### config.mk
export PLATFORM = sky130hd
export DESIGN_NAME = sram_play_reader
export DESIGN_NICKNAME = d
export VERILOG_FILES = /design/src/rtl/sram_play_reader.sv
export SDC_FILE = /design/constraint.sdc
export NUM_CORES = 1
export LEC_CHECK = 0
export BUFFER_PORTS_ARGS = -buffer_cell sky130_fd_sc_hd__buf_2
export CAP_MARGIN = 10
export CORE_MARGIN = 4
export CORE_UTILIZATION = 53
export DETAILED_ROUTE_END_ITERATION = 10
export GPL_TIMING_DRIVEN = 0
export PLACE_DENSITY_LB_ADDON = 0.25
export SYNTH_ARGS = -nofsm -noshare
export SYNTH_HDL_FRONTEND = slang
export SYNTH_SLANG_ARGS = --single-unit
export TNS_END_PERCENT = 1
### constraint.sdc
create_clock -name i_clk -period 4.6 [get_ports i_clk]
set_clock_uncertainty 0.1 [all_clocks]
set_input_delay 0.92 -clock i_clk [delete_from_list [all_inputs] [get_ports i_clk]]
set_output_delay 0.92 -clock i_clk [all_outputs]
set_load 0.02 [all_outputs]
### src/rtl/sram_play_reader.sv
// Playback reader: fetches one 16-bit sample per request from an asynchronous SRAM.
// Optional feature: define SRAM_PLAY_LOOP_EN to wrap to address 0 at the end of the recording.
module sram_play_reader #(
    parameter int ADDR_W      = 20,
    parameter int WAIT_CYCLES = 2
) (
    input  logic              i_clk,
    input  logic              i_rst,
    input  logic              i_start,
    input  logic              i_stop,
    input  logic [3:0]        i_speedup,
    input  logic [ADDR_W-1:0] i_end_addr,
    output logic [15:0]       o_data,
    output logic              o_valid,
    output logic              o_play_complete,
    output logic              o_busy,
    output logic [ADDR_W-1:0] o_sram_addr,
    output logic              o_sram_ce_n,
    output logic              o_sram_oe_n,
    output logic              o_sram_we_n,
    output logic              o_sram_lb_n,
    output logic              o_sram_ub_n,
    input  logic [15:0]       i_sram_dq
);

    typedef enum logic [1:0] {IDLE, ACCESS, DONE} state_t;

    state_t            state_q, state_d;
    logic [3:0]        cnt_q, cnt_d;
    logic [ADDR_W-1:0] ptr_q, ptr_d;
    logic [15:0]       data_q, data_d;
    logic              valid_q, valid_d;
    logic              complete_q, complete_d;
    logic              busy_q, busy_d;
    logic              ctrl_n_q, ctrl_n_d;

    logic [3:0]        step;
    logic [ADDR_W:0]   next_ptr;
    logic              end_reached;

    always_comb begin
        if (i_speedup == 4'd0)
            step = 4'd1;
        else if (i_speedup > 4'd8)
            step = 4'd8;
        else
            step = i_speedup;
    end

    // One extra bit so a pointer overflow also counts as running off the end.
    assign next_ptr    = {1'b0, ptr_q} + (ADDR_W+1)'(step);
    assign end_reached = next_ptr[ADDR_W] || (next_ptr[ADDR_W-1:0] > i_end_addr);

    always_comb begin
        state_d    = state_q;
        cnt_d      = cnt_q;
        ptr_d      = ptr_q;
        data_d     = data_q;
        valid_d    = 1'b0;
        complete_d = complete_q;
        busy_d     = 1'b0;
        ctrl_n_d   = 1'b1;

        if (i_stop) begin
            state_d    = IDLE;
            ptr_d      = '0;
            complete_d = 1'b0;
        end else begin
            case (state_q)
                IDLE: begin
                    complete_d = 1'b0;
                    if (i_start && !complete_q) begin
                        state_d  = ACCESS;
                        cnt_d    = 4'(WAIT_CYCLES);
                        ctrl_n_d = 1'b0;
                        busy_d   = 1'b1;
                    end
                end
                ACCESS: begin
                    if (cnt_q == 4'd0) begin
                        data_d  = i_sram_dq;
                        valid_d = 1'b1;
                        if (end_reached) begin
                            complete_d = 1'b1;
`ifdef SRAM_PLAY_LOOP_EN
                            ptr_d   = '0;
                            state_d = IDLE;
`else
                            state_d = DONE;
`endif
                        end else begin
                            ptr_d   = next_ptr[ADDR_W-1:0];
                            state_d = IDLE;
                        end
                    end else begin
                        cnt_d    = cnt_q - 4'd1;
                        ctrl_n_d = 1'b0;
                        busy_d   = 1'b1;
                    end
                end
                DONE: begin
                    complete_d = 1'b1;
                end
                default: begin
                    state_d = IDLE;
                end
            endcase
        end
    end

    always_ff @(posedge i_clk or negedge i_rst) begin
        if (!i_rst) begin
            state_q    <= IDLE;
            cnt_q      <= '0;
            ptr_q      <= '0;
            data_q     <= '0;
            valid_q    <= 1'b0;
            complete_q <= 1'b0;
            busy_q     <= 1'b0;
            ctrl_n_q   <= 1'b1;
        end else begin
            state_q    <= state_d;
            cnt_q      <= cnt_d;
            ptr_q      <= ptr_d;
            data_q     <= data_d;
            valid_q    <= valid_d;
            complete_q <= complete_d;
            busy_q     <= busy_d;
            ctrl_n_q   <= ctrl_n_d;
        end
    end

    assign o_data          = data_q;
    assign o_valid         = valid_q;
    assign o_play_complete = complete_q;
    assign o_busy          = busy_q;
    assign o_sram_addr     = ptr_q;
    assign o_sram_ce_n     = ctrl_n_q;
    assign o_sram_oe_n     = ctrl_n_q;
    assign o_sram_lb_n     = ctrl_n_q;
    assign o_sram_ub_n     = ctrl_n_q;
    assign o_sram_we_n     = 1'b1;

endmodule

== Word level (Yosys, flattened, before mapping) ==
Index checks and enable logic that the tools add are counted.
Operators by class
  $add $sub $neg: 2
  $lt $le $gt $ge: 2
  equal/unequal tests: 9
  muxes and demuxes: 28
  bitwise operators: 1
  reduce and logical (&&, ||, !) cells: 15
Operators with widths (number)
  20-bit two-way mux: 4
  20-bit by 4-bit adder with 21-bit output: 1
  20-bit greater-than comparator: 1
  4-bit two-way mux: 4
  3-bit AND reduction: 4
  1-bit two-way mux: 11
  3-bit != test (second input constant): 3
  4-bit zero test: 2
  2-bit two-way mux: 4
  2-bit != test (second input constant): 4
  4-bit case mux with 2 select lines: 1
  2-bit case mux with 3 select lines: 1
  2-bit nonzero test: 3
  4-bit greater-than comparator (second input constant): 1
  1-bit case mux with 2 select lines: 2
  4-bit AND reduction: 1
  4-bit nonzero test: 1
  4-bit by 1-bit subtractor with 4-bit output (second input constant): 1
  1-bit case mux with 3 select lines: 1
  2-bit by 1-bit == test with 1-bit output (second input constant): 1
  2-bit == test (second input constant): 1
  2-bit zero test: 1
  1-bit logical AND: 1
  1-bit zero test: 1
  2 further kinds: 2
Word-level totals
  register bits: 46
  input port bits: 44
  output and inout bits: 44
  word-level logic and storage cells: 65

== Logic depth before layout (Yosys ltp) ==
Gate-level depths: netlist (run 1).
  word-level depth: 10
  mapped depth: 20
  depth with buffers taken out: 19

== Worst setup path before layout (run 1) ==
OpenSTA, ideal clock, no wires.
  kind: in2reg
  start point: input port i_speedup[2]
  end point: register ptr_q[5] (netlist: o_sram_addr[5])
  library setup time: 0.121 ns
  arrival: 4.201 ns
  required time: 4.379 ns
  path slack: 0.178 ns
  cell stages on the path: 19
  buffers on the path: 1
  path through: nor2_1 -> nor2_1 -> nor2_1 -> ha_1 -> fa_1 -> a21o_1 -> a21oi_4 -> nor3_2 -> nand4_1 -> nor2_1 -> xor2_1 -> ha_1 -> nand4_2 -> nor4_2 -> a211oi_1 -> a31o_4 -> and2_4 -> buf_6 -> a22o_1
On the way
  longest elaborated chain between the ends: 8
  elaborated cells on any way between the ends: 13
  those cells by class: add/sub: 1; order compare: 2; eq/ne: 1; mux: 6; reduce/logical: 3
RTL lines
  start, declared: line 11  | input logic [3:0] i_speedup,
  4-bit greater-than comparator: line 44  | else if (i_speedup > 4'd8)
  4-bit two-way mux: line 44
  4-bit two-way mux (*): line 42  | if (i_speedup == 4'd0)
  20-bit by 4-bit adder with 21-bit output (*): line 51  | assign next_ptr = {1'b0, ptr_q} + (ADDR_W+1)'(step);
  20-bit greater-than comparator / 20-bit two-way mux (equally long branches): line 52, 83
  1-bit logical OR / 20-bit two-way mux (equally long branches): line 52, 80
  2-bit != test (no source line) / 20-bit two-way mux (equally long branches)
  3-bit AND reduction (no source line) / 20-bit two-way mux (equally long branches)
  end signal, assigned: line 124  | ptr_q <= ptr_d;
  end, declared: line 30  | logic [ADDR_W-1:0] ptr_q, ptr_d;
Mark *: on every way between the ends. The rest lies on a longest branch, timed or not. The select of a mux whose other input is x is not followed.
A chain may end at the register's enable or synchronous reset.

== Final worst setup path (run 1) ==
  start point: input port i_speedup[2]
  end point: register ptr_q[3] (netlist: o_sram_addr[3])
Same word-level chain as after synthesis.

==> results by group, run 1 <==
Timing
  • Relative slew slack: 33.0%
  • Final min period: 4460 ps
  • Slew @ Worst Pin: 1000 ps
  • Hold Slack: 376 ps
  • Final Hold Viols: 0
  • Final setup violation count: 0
  • Setup TNS: 0 ps
  • Final period util: 97.0%
  • Final worst setup slack: 137 ps
  • FMAX: 0.224 GHz
  • Number of max-slew violations in the final report: 0

Synthesis
  • Syn Inst Count: 347
  • Post-synthesis register bit count: 46
  • Cell variety after synth: 52
  • Mean post-synth cell area: 8.84 µm²
  • Async SR Flop Fraction: 100%
  • Predominant post-synthesis flop cell: dfrtp_1
  • Ys Warns: 0
  • Synthesized area: 0.00307 mm²
  • Register area share after synthesis: 37.6%
  • Net Count, Synth: 421
  • Post-synth EDFFs: 0

GRT
  • Initial antenna violation count: 0
  • Largest net degree at the start of global routing: 47
  • First-pass GRT wire length: 12400 µm
  • Total Routing Usage GR: 21.1%
  • Total grt overflow: 0
  • Vias in the first global route: 2781

Clock tree
  • Longest Clk Path Bufs: 2
  • Root Buffer: clkbuf_8
  • Worst skew pair latency: 300 ps
  • Clock transition at path regs: 80 ps
  • TritonCTS Buffers: 5
  • TritonCTS clock tree: done
  • Cts hold-fix bufs: 0
  • # H-tree levels: 2
  • Total clock sinks: 46

Floorplan
  • Die footprint: 0.00707 mm²
  • Die height: 84.1 µm
  • Core Footprint: 0.00557 mm²
  • I/O pins: 88
  • Row count: 27
  • Initial core utilization: 55.0%
  • Die width: 84.1 µm

Worst setup path
  • Worst reg2reg startpoint: o_sram_addr[0]$_DFFE_PN0P_
  • Worst setup startpoint: i_speedup[2]
  • Crit path capture: o_sram_addr[3]$_DFFE_PN0P_
  • Worst setup EP type: flip-flop
  • Crit path required time: 4690 ps
  • R2R depth: 16
  • R2r endpoint: o_sram_addr[3]$_DFFE_PN0P_
  • Arr. time, crit path: 4550 ps
  • Internal reg-to-reg setup slack: 590 ps
  • CP Max Fanout: 7
  • Worst Setup Start Kind: input port
  • Kind of critical path: in2reg

Finish
  • Fin nets: 520
  • Layout cells sized above 1: 29.5%
  • Area grow syn2layout: 24.8%
  • Antenna diodes: 0

Route
  • Drt pass-1 iters: 4
  • Per-cell routed wire length: 14.1 µm
  • Vias: 2811
  • Post-route ant nets: 0
  • DR DRC count: 0
  • Final WL: 7310 µm
  • DR iter-0 viols: 173
  • Vias per cell: 5.42

Pwr
  • Leakage: 2.14 nW
  • Pwr Density: 317 mW/mm²
  • Max IR drop VDD: 302 µV

Placement
  • Setup WS pre-CTS: -397 ps
  • RD Place Congestion: 0.847
  • I/O Buffers: 85
  • Detailed Place HPWL: 5450 µm

Outcome
  • Status: complete, no violations

Worst hold path
  • Min-delay worst type: reg2reg

Job
  • Max_cap viols: 0
-- worst max-delay path: stages --
cell      delay, ps
buf_2            90
nor2_1           40
nor2_1           80
nor2_1           50
ha_2            190
fa_2            350
a21o_1          210
a21oi_4         270
nor3_4           70
nand4_1         180
nor2_1           80
xor2_1          150
ha_1            330
nand4_4         130
nor4_4          420
a211oi_4        150
a31o_4          290
and2_4          160
buf_6           130
a22o_1          230
-- cells in the mapped netlist (2+ instances only) --
cell      instances  area (µm²)
buf_6             2        22.5
buf_4             4        30.0
xor2_1            8        70.1
a21oi_2           2        17.5
dfrtp_1          45        1130
a21o_1            5        37.5
a21oi_1          23         115
clkinv_1          2        7.51
or3_1             8        50.1
clkbuf_1          5        18.8
nand4_2           2        25.0
or4_1             2        15.0
a311oi_1          2        17.5
nor3b_1           2        15.0
and3_1            5        31.3
nand2_1          71         267
o31ai_1           2        15.0
xnor2_1          12         105
a211oi_1          2        15.0
a22o_1            7        61.3
nor2b_1           3        18.8
nand4_1           8        50.1
ha_1             29         363
o21ai_0          16        80.1
o311ai_0          2        17.5
inv_1            31         116
nor2_1           16        60.1
nand3_1           7        35.0
-- flip-flops by register name (all words and copies together) (netlist names) --
name	count
o_valid	1
o_busy	1
o_sram_ce_n	1
state_q	2
o_sram_addr	20
o_play_complete	1
o_data	16
cnt_q	4
-- logic make-up after synthesis --
kind of cell / share of synthesized area, %
compound gates: 14.8
xor+xnor: 5.71
fa+ha+maj: 12.5
buf+inv: 6.53
flops: 37.6
other cells: 0.122
simple gates: 22.8
-- per-layer routing --
metal / track usage, % / wire [µm] / part of all wire (%) / vias to the layer above
met1: 27.4 / 3090 / 42 / 1312
met2: 34.8 / 3620 / 49 / 102
met5: 0 / 0 / 0 / -
met3: 3.46 / 421 / 5.8 / 16
met4: 8.77 / 184 / 2.5 / 0
li1: - / - / - / 1381
-- cells in the final DEF, fill, tap and decap left out, types with 2 or more instances in the layout --
cell type,instances
or4_1,2
a21oi_2,2
o31ai_2,2
a21oi_4,3
buf_4,11
and3_1,5
a22o_1,7
nor2b_1,3
xnor2_1,12
clkbuf_1,5
clkinv_1,2
clkbuf_8,7
dfrtp_1,45
nor2_1,16
nand3_1,7
buf_6,2
nand4_1,8
xor2_1,8
or3_1,8
nand2_1,71
a311oi_1,2
buf_2,85
a21o_1,5
inv_1,31
nor3b_1,2
o311ai_0,2
nor3_4,2
a21oi_1,21
o21ai_0,16
ha_1,28
-- worst min-delay path by stage --
stage / slack, ps / depth (start not counted) / end / from
floorplan: 370 / 2 / cnt_q[0]$_DFFE_PN0P_ / cnt_q[0]$_DFFE_PN0P_
global route: 410 / 2 / o_data[1]$_DFFE_PN0P_ / o_data[1]$_DFFE_PN0P_
detailed placement: 360 / 2 / o_data[1]$_DFFE_PN0P_ / o_data[1]$_DFFE_PN0P_
global placement: 360 / 2 / o_data[15]$_DFFE_PN0P_ / o_data[15]$_DFFE_PN0P_
CTS: 380 / 2 / o_data[13]$_DFFE_PN0P_ / o_data[13]$_DFFE_PN0P_
finish: 380 / 2 / o_data[13]$_DFFE_PN0P_ / o_data[13]$_DFFE_PN0P_
-- power by group --
part | internal, mW | switching [mW]
registers | 0.480 | 0.0433
logic | 0.151 | 0.266
clock network | 0.138 | 0.136
-- layout make-up --
type | instances | area [µm²]
inverter | 33 | 124
clock inverter | 1 | 8.76
timing repair buffer | 92 | 478
tap | 72 | 90.1
clock buffer | 7 | 96.3
multi-input combinational | 256 | 1800
buffer | 12 | 78.8
sequential | 46 | 1150
fill | 438 | 1750
-- per-stage QoR --
stage | cell area, µm² | instances | power [mW] | utilization [%]
3_3_place_gp | 3580 | 504 | 0.925 | 64.3
4_1_cts | 3700 | 512 | 1.22 | 66.4
3_5_place_dp | 3580 | 504 | 0.940 | 64.3
2_1_floorplan | 3070 | 347 | 0.795 | -
5_1_grt | 3830 | 519 | 1.30 | 68.7
6_report | 3830 | 519 | 1.21 | 68.7
-- timing repair --
item                                    CTS  global route
gates resized for setup                   2            15
setup buffers                             0             7
endpoints found under the setup margin   18            22
gates cloned                              0             0
pin swaps                                 1            11
(Power assumes the default switching activity.)
==> run 2, diff against run 1 <==
--- a/config.mk
+++ b/config.mk
@@ -5,13 +5,14 @@
 export SDC_FILE = /design/constraint.sdc
 export NUM_CORES = 1
 export LEC_CHECK = 0
+export ABC_CLOCK_PERIOD_IN_PS = 4600
 export BUFFER_PORTS_ARGS = -buffer_cell sky130_fd_sc_hd__buf_2
 export CAP_MARGIN = 10
 export CORE_MARGIN = 4
 export CORE_UTILIZATION = 53
 export DETAILED_ROUTE_END_ITERATION = 10
 export GPL_TIMING_DRIVEN = 0
-export PLACE_DENSITY_LB_ADDON = 0.25
+export PLACE_DENSITY = 0.81
 export SYNTH_ARGS = -nofsm -noshare
 export SYNTH_HDL_FRONTEND = slang
 export SYNTH_SLANG_ARGS = --single-unit
==> results by group, run 2 (same netlist as run 1, synthesis figures left out) <==
Placement
  • I/O Buffers: 85 (unchanged)
  • RD Place Congestion: 0.845 (-0.25%)
  • Placed cell count: 504 (unchanged)
  • Detailed Place HPWL: 5420 µm (-0.39%)

Finish
  • Most frequent cells in the layout: buf_2, nand2_1, dfrtp_1
  • Fin nets: 520 (unchanged)
  • Antenna diodes: 0 (unchanged)
  • Fin util: 68.4% (-0.31 points)
  • Area grow syn2layout: 24.3%
  • Layout cells sized above 1: 29.5% (unchanged)
  • Commonest non-fill, non-tap cell in the layout: buf_2
  • Largest register FFs: 20 (unchanged)
  • Fill count: 476 (+8.7%)
  • Post-route insts no fill: 519 (unchanged)

Floorplan
  • Die width: 84.1 µm (unchanged)
  • Die footprint: 0.00707 mm² (unchanged)
  • Die height: 84.1 µm (unchanged)
  • Core Footprint: 0.00557 mm² (unchanged)
  • Initial core utilization: 55.0% (unchanged)
  • I/O pins: 88 (unchanged)
  • Row count: 27 (unchanged)

Clock tree
  • Clock transition at path regs: 100 ps (+20 ps)
  • Root Buffer: clkbuf_8
  • Total clock sinks: 46 (unchanged)
  • TritonCTS Buffers: 5 (unchanged)
  • Longest Clk Path Bufs: 2 (unchanged)
  • Worst skew pair latency: 300 ps (about the same)
  • TritonCTS clock tree: done
  • # H-tree levels: 2 (unchanged)

Timing
  • FMAX: 0.227 GHz (+1.4%)
  • Slew @ Worst Pin: 1010 ps (+3.52 ps)
  • Final min period: 4400 ps (-62.7 ps)
  • Final Hold Viols: 0 (unchanged)
  • Relative slew slack: 32.8% (-0.23 points)
  • Final period util: 95.7% (-1.4 points)
  • Hold Slack: 382 ps (+5.88 ps)
  • Setup TNS: 0 ps (unchanged)
  • Final setup violation count: 0 (unchanged)
  • Number of max-slew violations in the final report: 0 (unchanged)

Pwr
  • Leakage: 2.14 nW (about the same)
  • Total power: 1.20 mW (-0.87%)
  • Pwr Density: 316 mW/mm² (-0.41%)
  • Max IR drop VDD: 242 µV (-20%)

Worst setup path
  • Arr. time, crit path: 4530 ps (-20 ps)
  • Worst Setup Start Kind: input port
  • Worst setup EP type: flip-flop
  • CP Max Fanout: 10 (+3)
  • Kind of critical path: in2reg
  • Crit path required time: 4730 ps (+40 ps)

GRT
  • Initial antenna violation count: 0 (unchanged)
  • Vias in the first global route: 2821 (+1.4%)
  • Largest net degree at the start of global routing: 47 (unchanged)
  • Total Routing Usage GR: 20.5% (-0.67 points)
  • Total grt overflow: 0 (unchanged)
  • First-pass GRT wire length: 12100 µm (-2.7%)

Route
  • Drt pass-1 iters: 4 (unchanged)
  • Post-route ant nets: 0 (unchanged)
  • Per-cell routed wire length: 14.0 µm (-0.62%)
  • Vias: 2804 (-0.25%)
  • DR iter-0 viols: 165 (-4.6%)
  • Vias per cell: 5.40 (-0.25%)
  • Final WL: 7270 µm (-0.62%)
  • DR DRC count: 0 (unchanged)

Job
  • Max_cap viols: 0 (unchanged)

Worst hold path
  • Min-delay worst type: reg2reg

Outcome
  • Status: complete, no violations
==> run 2: what timing repair did <==
action | CTS | global route
gates cloned | 0 | 0
setup buffers | 0 | 7
resized for setup | 2 | 15
hold buffers | 0 | 0
endpoints found under the setup margin | 15 | 22
pin swaps | 1 | 11
==> run 2: report_power, final <==
| part | switching [mW] | internal, mW |
|---|---|---|
| registers | 0.0437 | 0.480 |
| clock network | 0.151 | 0.114 |
| logic | 0.264 | 0.150 |
==> run 2: through the flow <==
stage	area, µm²	setup WS, ps
2_1_floorplan	3070	178
3_3_place_gp	3580	-293
3_5_place_dp	3580	-386
4_1_cts	3690	18.8
5_1_grt	3810	-0.734
6_report	3810	199
==> run 2: final cells by class <==
class / count / area (µm²) / area share [%]
timing repair buffer: 92 / 478 / 12.5
tap: 72 / 90.1 / 2.36
clock buffer: 5 / 68.8 / 1.81
sequential: 46 / 1150 / 30.2
inverter: 33 / 124 / 3.25
buffer: 12 / 78.8 / 2.07
multi-input combinational: 256 / 1790 / 47.0
clock inverter: 3 / 28.8 / 0.755
==> run 2: final timing paths <==
path                                            start                     endpoint  slack [ps]  cells past startpoint
setup / recovery                         i_speedup[2]  o_sram_addr[17]$_DFFE_PN0P_         200                     20
hold / removal                 o_data[13]$_DFFE_PN0P_       o_data[13]$_DFFE_PN0P_         380                      2
setup reg to reg           o_sram_addr[0]$_DFFE_PN0P_  o_sram_addr[17]$_DFFE_PN0P_         650                     16
hold reg to reg                o_data[13]$_DFFE_PN0P_       o_data[13]$_DFFE_PN0P_         380                      2
max in group asynchronous                       i_rst             o_busy$_DFF_PN0_        3100                      1
min in group asynchronous                       i_rst        o_data[0]$_DFFE_PN0P_         690                      1
==> run 2: layer usage <==
metal	vias to the layer above	part of all wire, %	GRT usage [%]
li1	1387	-	-
met1	1311	42	25.5
met2	93	50	34.8
met3	13	6.1	3.95
met4	0	1.7	7.89
met5	-	0	0
==> run 2: worst max-delay path, stage by stage <==
cell and delay [ps]:
buf_2 90, nor2_1 40, nor2_1 80, nor2_1 50, ha_2 180, fa_2 350
a21o_1 200, a21oi_4 260, nor3_4 70, nand4_1 80, buf_4 150, xnor2_1 70
ha_1 300, nand4_1 240, nor4_4 470, and4_4 310, a21oi_4 50, buf_6 160
or3_1 340, a21oi_2 140
==> run 3, diff against run 2 <==
--- a/config.mk
+++ b/config.mk
@@ -8,11 +8,13 @@
 export ABC_CLOCK_PERIOD_IN_PS = 4600
 export BUFFER_PORTS_ARGS = -buffer_cell sky130_fd_sc_hd__buf_2
 export CAP_MARGIN = 10
+export CELL_PAD_IN_SITES_DETAIL_PLACEMENT = 1
+export CELL_PAD_IN_SITES_GLOBAL_PLACEMENT = 1
 export CORE_MARGIN = 4
-export CORE_UTILIZATION = 53
+export CORE_UTILIZATION = 39
 export DETAILED_ROUTE_END_ITERATION = 10
 export GPL_TIMING_DRIVEN = 0
-export PLACE_DENSITY = 0.81
+export PLACE_DENSITY_LB_ADDON = 0.1
 export SYNTH_ARGS = -nofsm -noshare
 export SYNTH_HDL_FRONTEND = slang
 export SYNTH_SLANG_ARGS = --single-unit
==> results by group, run 3 (same netlist as run 1, synthesis figures left out) <==
Finish
  • Antenna diodes: 0 (unchanged)
  • Most frequent cells in the layout: buf_2, nand2_1, dfrtp_1
  • Layout cells sized above 1: 29.4% (-0.13 points)
  • Largest register FFs: 20 (unchanged)
  • Fin nets: 522 (+0.38%)
  • Post-route insts no fill: 551 (+6.2%)
  • Area grow syn2layout: 25.6%
  • Commonest non-fill, non-tap cell in the layout: buf_2

Floorplan
  • Initial core utilization: 39.9% (-15 points)
  • Die width: 96.7 µm (+15%)
  • I/O pins: 88 (unchanged)
  • Die footprint: 0.00935 mm² (+32%)
  • Row count: 32 (+19%)
  • Die height: 96.7 µm (+15%)
  • Core Footprint: 0.00769 mm² (+38%)

Timing
  • Final setup violation count: 0 (unchanged)
  • Relative slew slack: 26.8% (-6.0 points)
  • Number of max-slew violations in the final report: 0 (unchanged)
  • Final period util: 95.0% (-0.69 points)
  • Final worst setup slack: 231 ps (+31.7 ps)
  • Unrepaired setup endpoints after global routing: no
  • Slew @ Worst Pin: 1100 ps (+90.3 ps)
  • Final Hold Viols: 0 (unchanged)
  • Final min period: 4370 ps (-31.7 ps)
  • FMAX: 0.229 GHz (+0.73%)

Clock tree
  • Clock transition at path regs: 100 ps (about the same)
  • TritonCTS Buffers: 5 (unchanged)
  • Longest Clk Path Bufs: 2 (unchanged)
  • Total clock sinks: 46 (unchanged)
  • Cts hold-fix bufs: 0 (unchanged)
  • Worst skew pair latency: 310 ps (about the same)
  • Root Buffer: clkbuf_8
  • TritonCTS clock tree: done
  • # H-tree levels: 2 (unchanged)

Worst setup path
  • Worst Setup Start Kind: input port
  • R2R depth: 16 (unchanged)
  • Crit-path max cell delay: 490 ps (+20 ps)
  • CP Max Fanout: 8 (-2)
  • Arr. time, crit path: 4530 ps (about the same)
  • Crit-path slowest cell: or4b_1
  • Crit path required time: 4760 ps (+30 ps)
  • Critical Path Most Common Cell: nor2_1
  • Kind of critical path: in2reg
  • Worst setup EP type: flip-flop
  • Worst-path cell chain: buf_2 -> nor2_1 -> nor2_1 -> nor2_1 -> ha_2 -> fa_2 -> a21o_1 -> a21oi_4 -> buf_6 -> nor2_1 -> nand3_1 -> xnor2_1 -> ha_1 -> nand4_1 -> nor4_4 -> and4_1 -> a21oi_2 -> buf_4 -> or4b_1 -> nand2_1

Pwr
  • Clock share of power: 22.8% (+0.8 points)
  • Max IR drop VDD: 179 µV (-26%)
  • Total power: 1.22 mW (+1.7%)
  • Flop pwr share: 42.5% (-1.1 points)
  • Logic pwr share: 34.7% (+0.3 points)
  • Leakage: 2.15 nW (+0.18%)
  • Pwr Density: 318 mW/mm² (+0.69%)
  • Design internal power: 0.745 mW (about the same)
  • Sw Pwr: 0.480 mW (+4.5%)
  • Switch share: 39.2% (+1.0 points)

GRT
  • Total Routing Usage GR: 18.0% (-2.5 points)
  • GR Layer Usage met1: 23.7% (-1.8 points)
  • First-pass GRT wire length: 14100 µm (+17%)
  • Top Usage Layer GRT: met2
  • Total grt overflow: 0 (unchanged)
  • GR Util met2: 30.0% (-4.8 points)
  • Met3 GRT Util: 4.76% (+0.81 points)
  • Largest net degree at the start of global routing: 47 (unchanged)
  • Initial antenna violation count: 0 (unchanged)
  • Vias in the first global route: 2925 (+3.7%)

Route
  • DR iter-0 viols: 105 (-36%)
  • Drt pass-1 iters: 4 (unchanged)
  • Post-route ant nets: 0 (unchanged)
  • Final WL: 8360 µm (+15%)
  • Vias per cell: 5.11 (-5.4%)
  • Vias: 2815 (+0.39%)
  • Per-cell routed wire length: 15.2 µm (+8.3%)
  • DR DRC count: 0 (unchanged)

Placement
  • Detailed Place HPWL: 6300 µm (+16%)
  • RD Place Congestion: 0.777 (-8.1%)
  • Setup WS pre-CTS: -532 ps (-146 ps)
  • I/O Buffers: 85 (unchanged)
  • Placed cell count: 534 (+6.0%)

Outcome
  • Status: complete, no violations

Worst hold path
  • Min-delay worst type: reg2reg
  • Worst hold stages: 2 (unchanged)

Job
  • Max_cap viols: 0 (unchanged)
-- run 3: layout make-up --
cell class,instances,area [µm²]
buffer,12,78.8
clock buffer,5,68.8
clock inverter,3,26.3
fill,984,3840
inverter,33,124
multi-input combinational,256,1780
sequential,46,1150
tap,102,128
timing repair buffer,94,497
-- run 3: timing repair --
item                                   4_1_cts  5_1_grt
pin swaps                                    3        8
endpoints found under the hold margin        0        0
setup endpoints to repair                   20       21
gates resized for setup                      3       11
buffers inserted                             4        5
-- run 3: worst paths after layout --
kind,slack (ps),startpoint,endpoint
hold / removal,380,o_data[14]$_DFFE_PN0P_,o_data[14]$_DFFE_PN0P_
setup reg to reg,670,o_sram_addr[0]$_DFFE_PN0P_,o_sram_addr[9]$_DFFE_PN0P_
hold reg to reg,380,o_data[14]$_DFFE_PN0P_,o_data[14]$_DFFE_PN0P_
setup / recovery,230,i_speedup[1],o_sram_addr[9]$_DFFE_PN0P_
max in group asynchronous,3020,i_rst,o_sram_addr[6]$_DFFE_PN0P_
min in group asynchronous,700,i_rst,o_sram_addr[7]$_DFFE_PN0P_
-- run 3: per-layer routing --
metal	vias up	share of wire [%]
li1	1386	-
met2	64	47
met5	-	0
met3	5	5.4
met1	1360	47
met4	0	0.83
-- run 3: metrics by stage --
stage                     util, %  hold WS [ps]  setup TNS, ps  area, µm²
final                        50.1           380              0       3850
after CTS                    48.9           390              0       3760
after floorplan                 -           372              0       3070
after global placement       47.1           353          -6690       3620
after detailed placement     47.1           363         -10210       3620
after global routing         50.1           416              0       3850
-- run 3: power by group through the flow --
stage          clock network [mW]  logic, mW  registers [mW]
6_report                    0.279      0.425           0.521
5_1_grt                     0.307      0.475           0.532
4_1_cts                     0.291      0.426           0.521
3_5_place_dp                    0      0.422           0.528
3_3_place_gp                    0      0.409           0.526
2_1_floorplan                   0      0.191           0.604
-- run 3: critical path: cells and delay by family --
family | cells | cell delay (ps)
and+or+nand+nor | 10 | 1760
buffers and inverters | 3 | 420
xor gates and xnor gates | 1 | 80
AOI/OAI and AO/OA | 3 | 510
adders and majority gates | 3 | 830
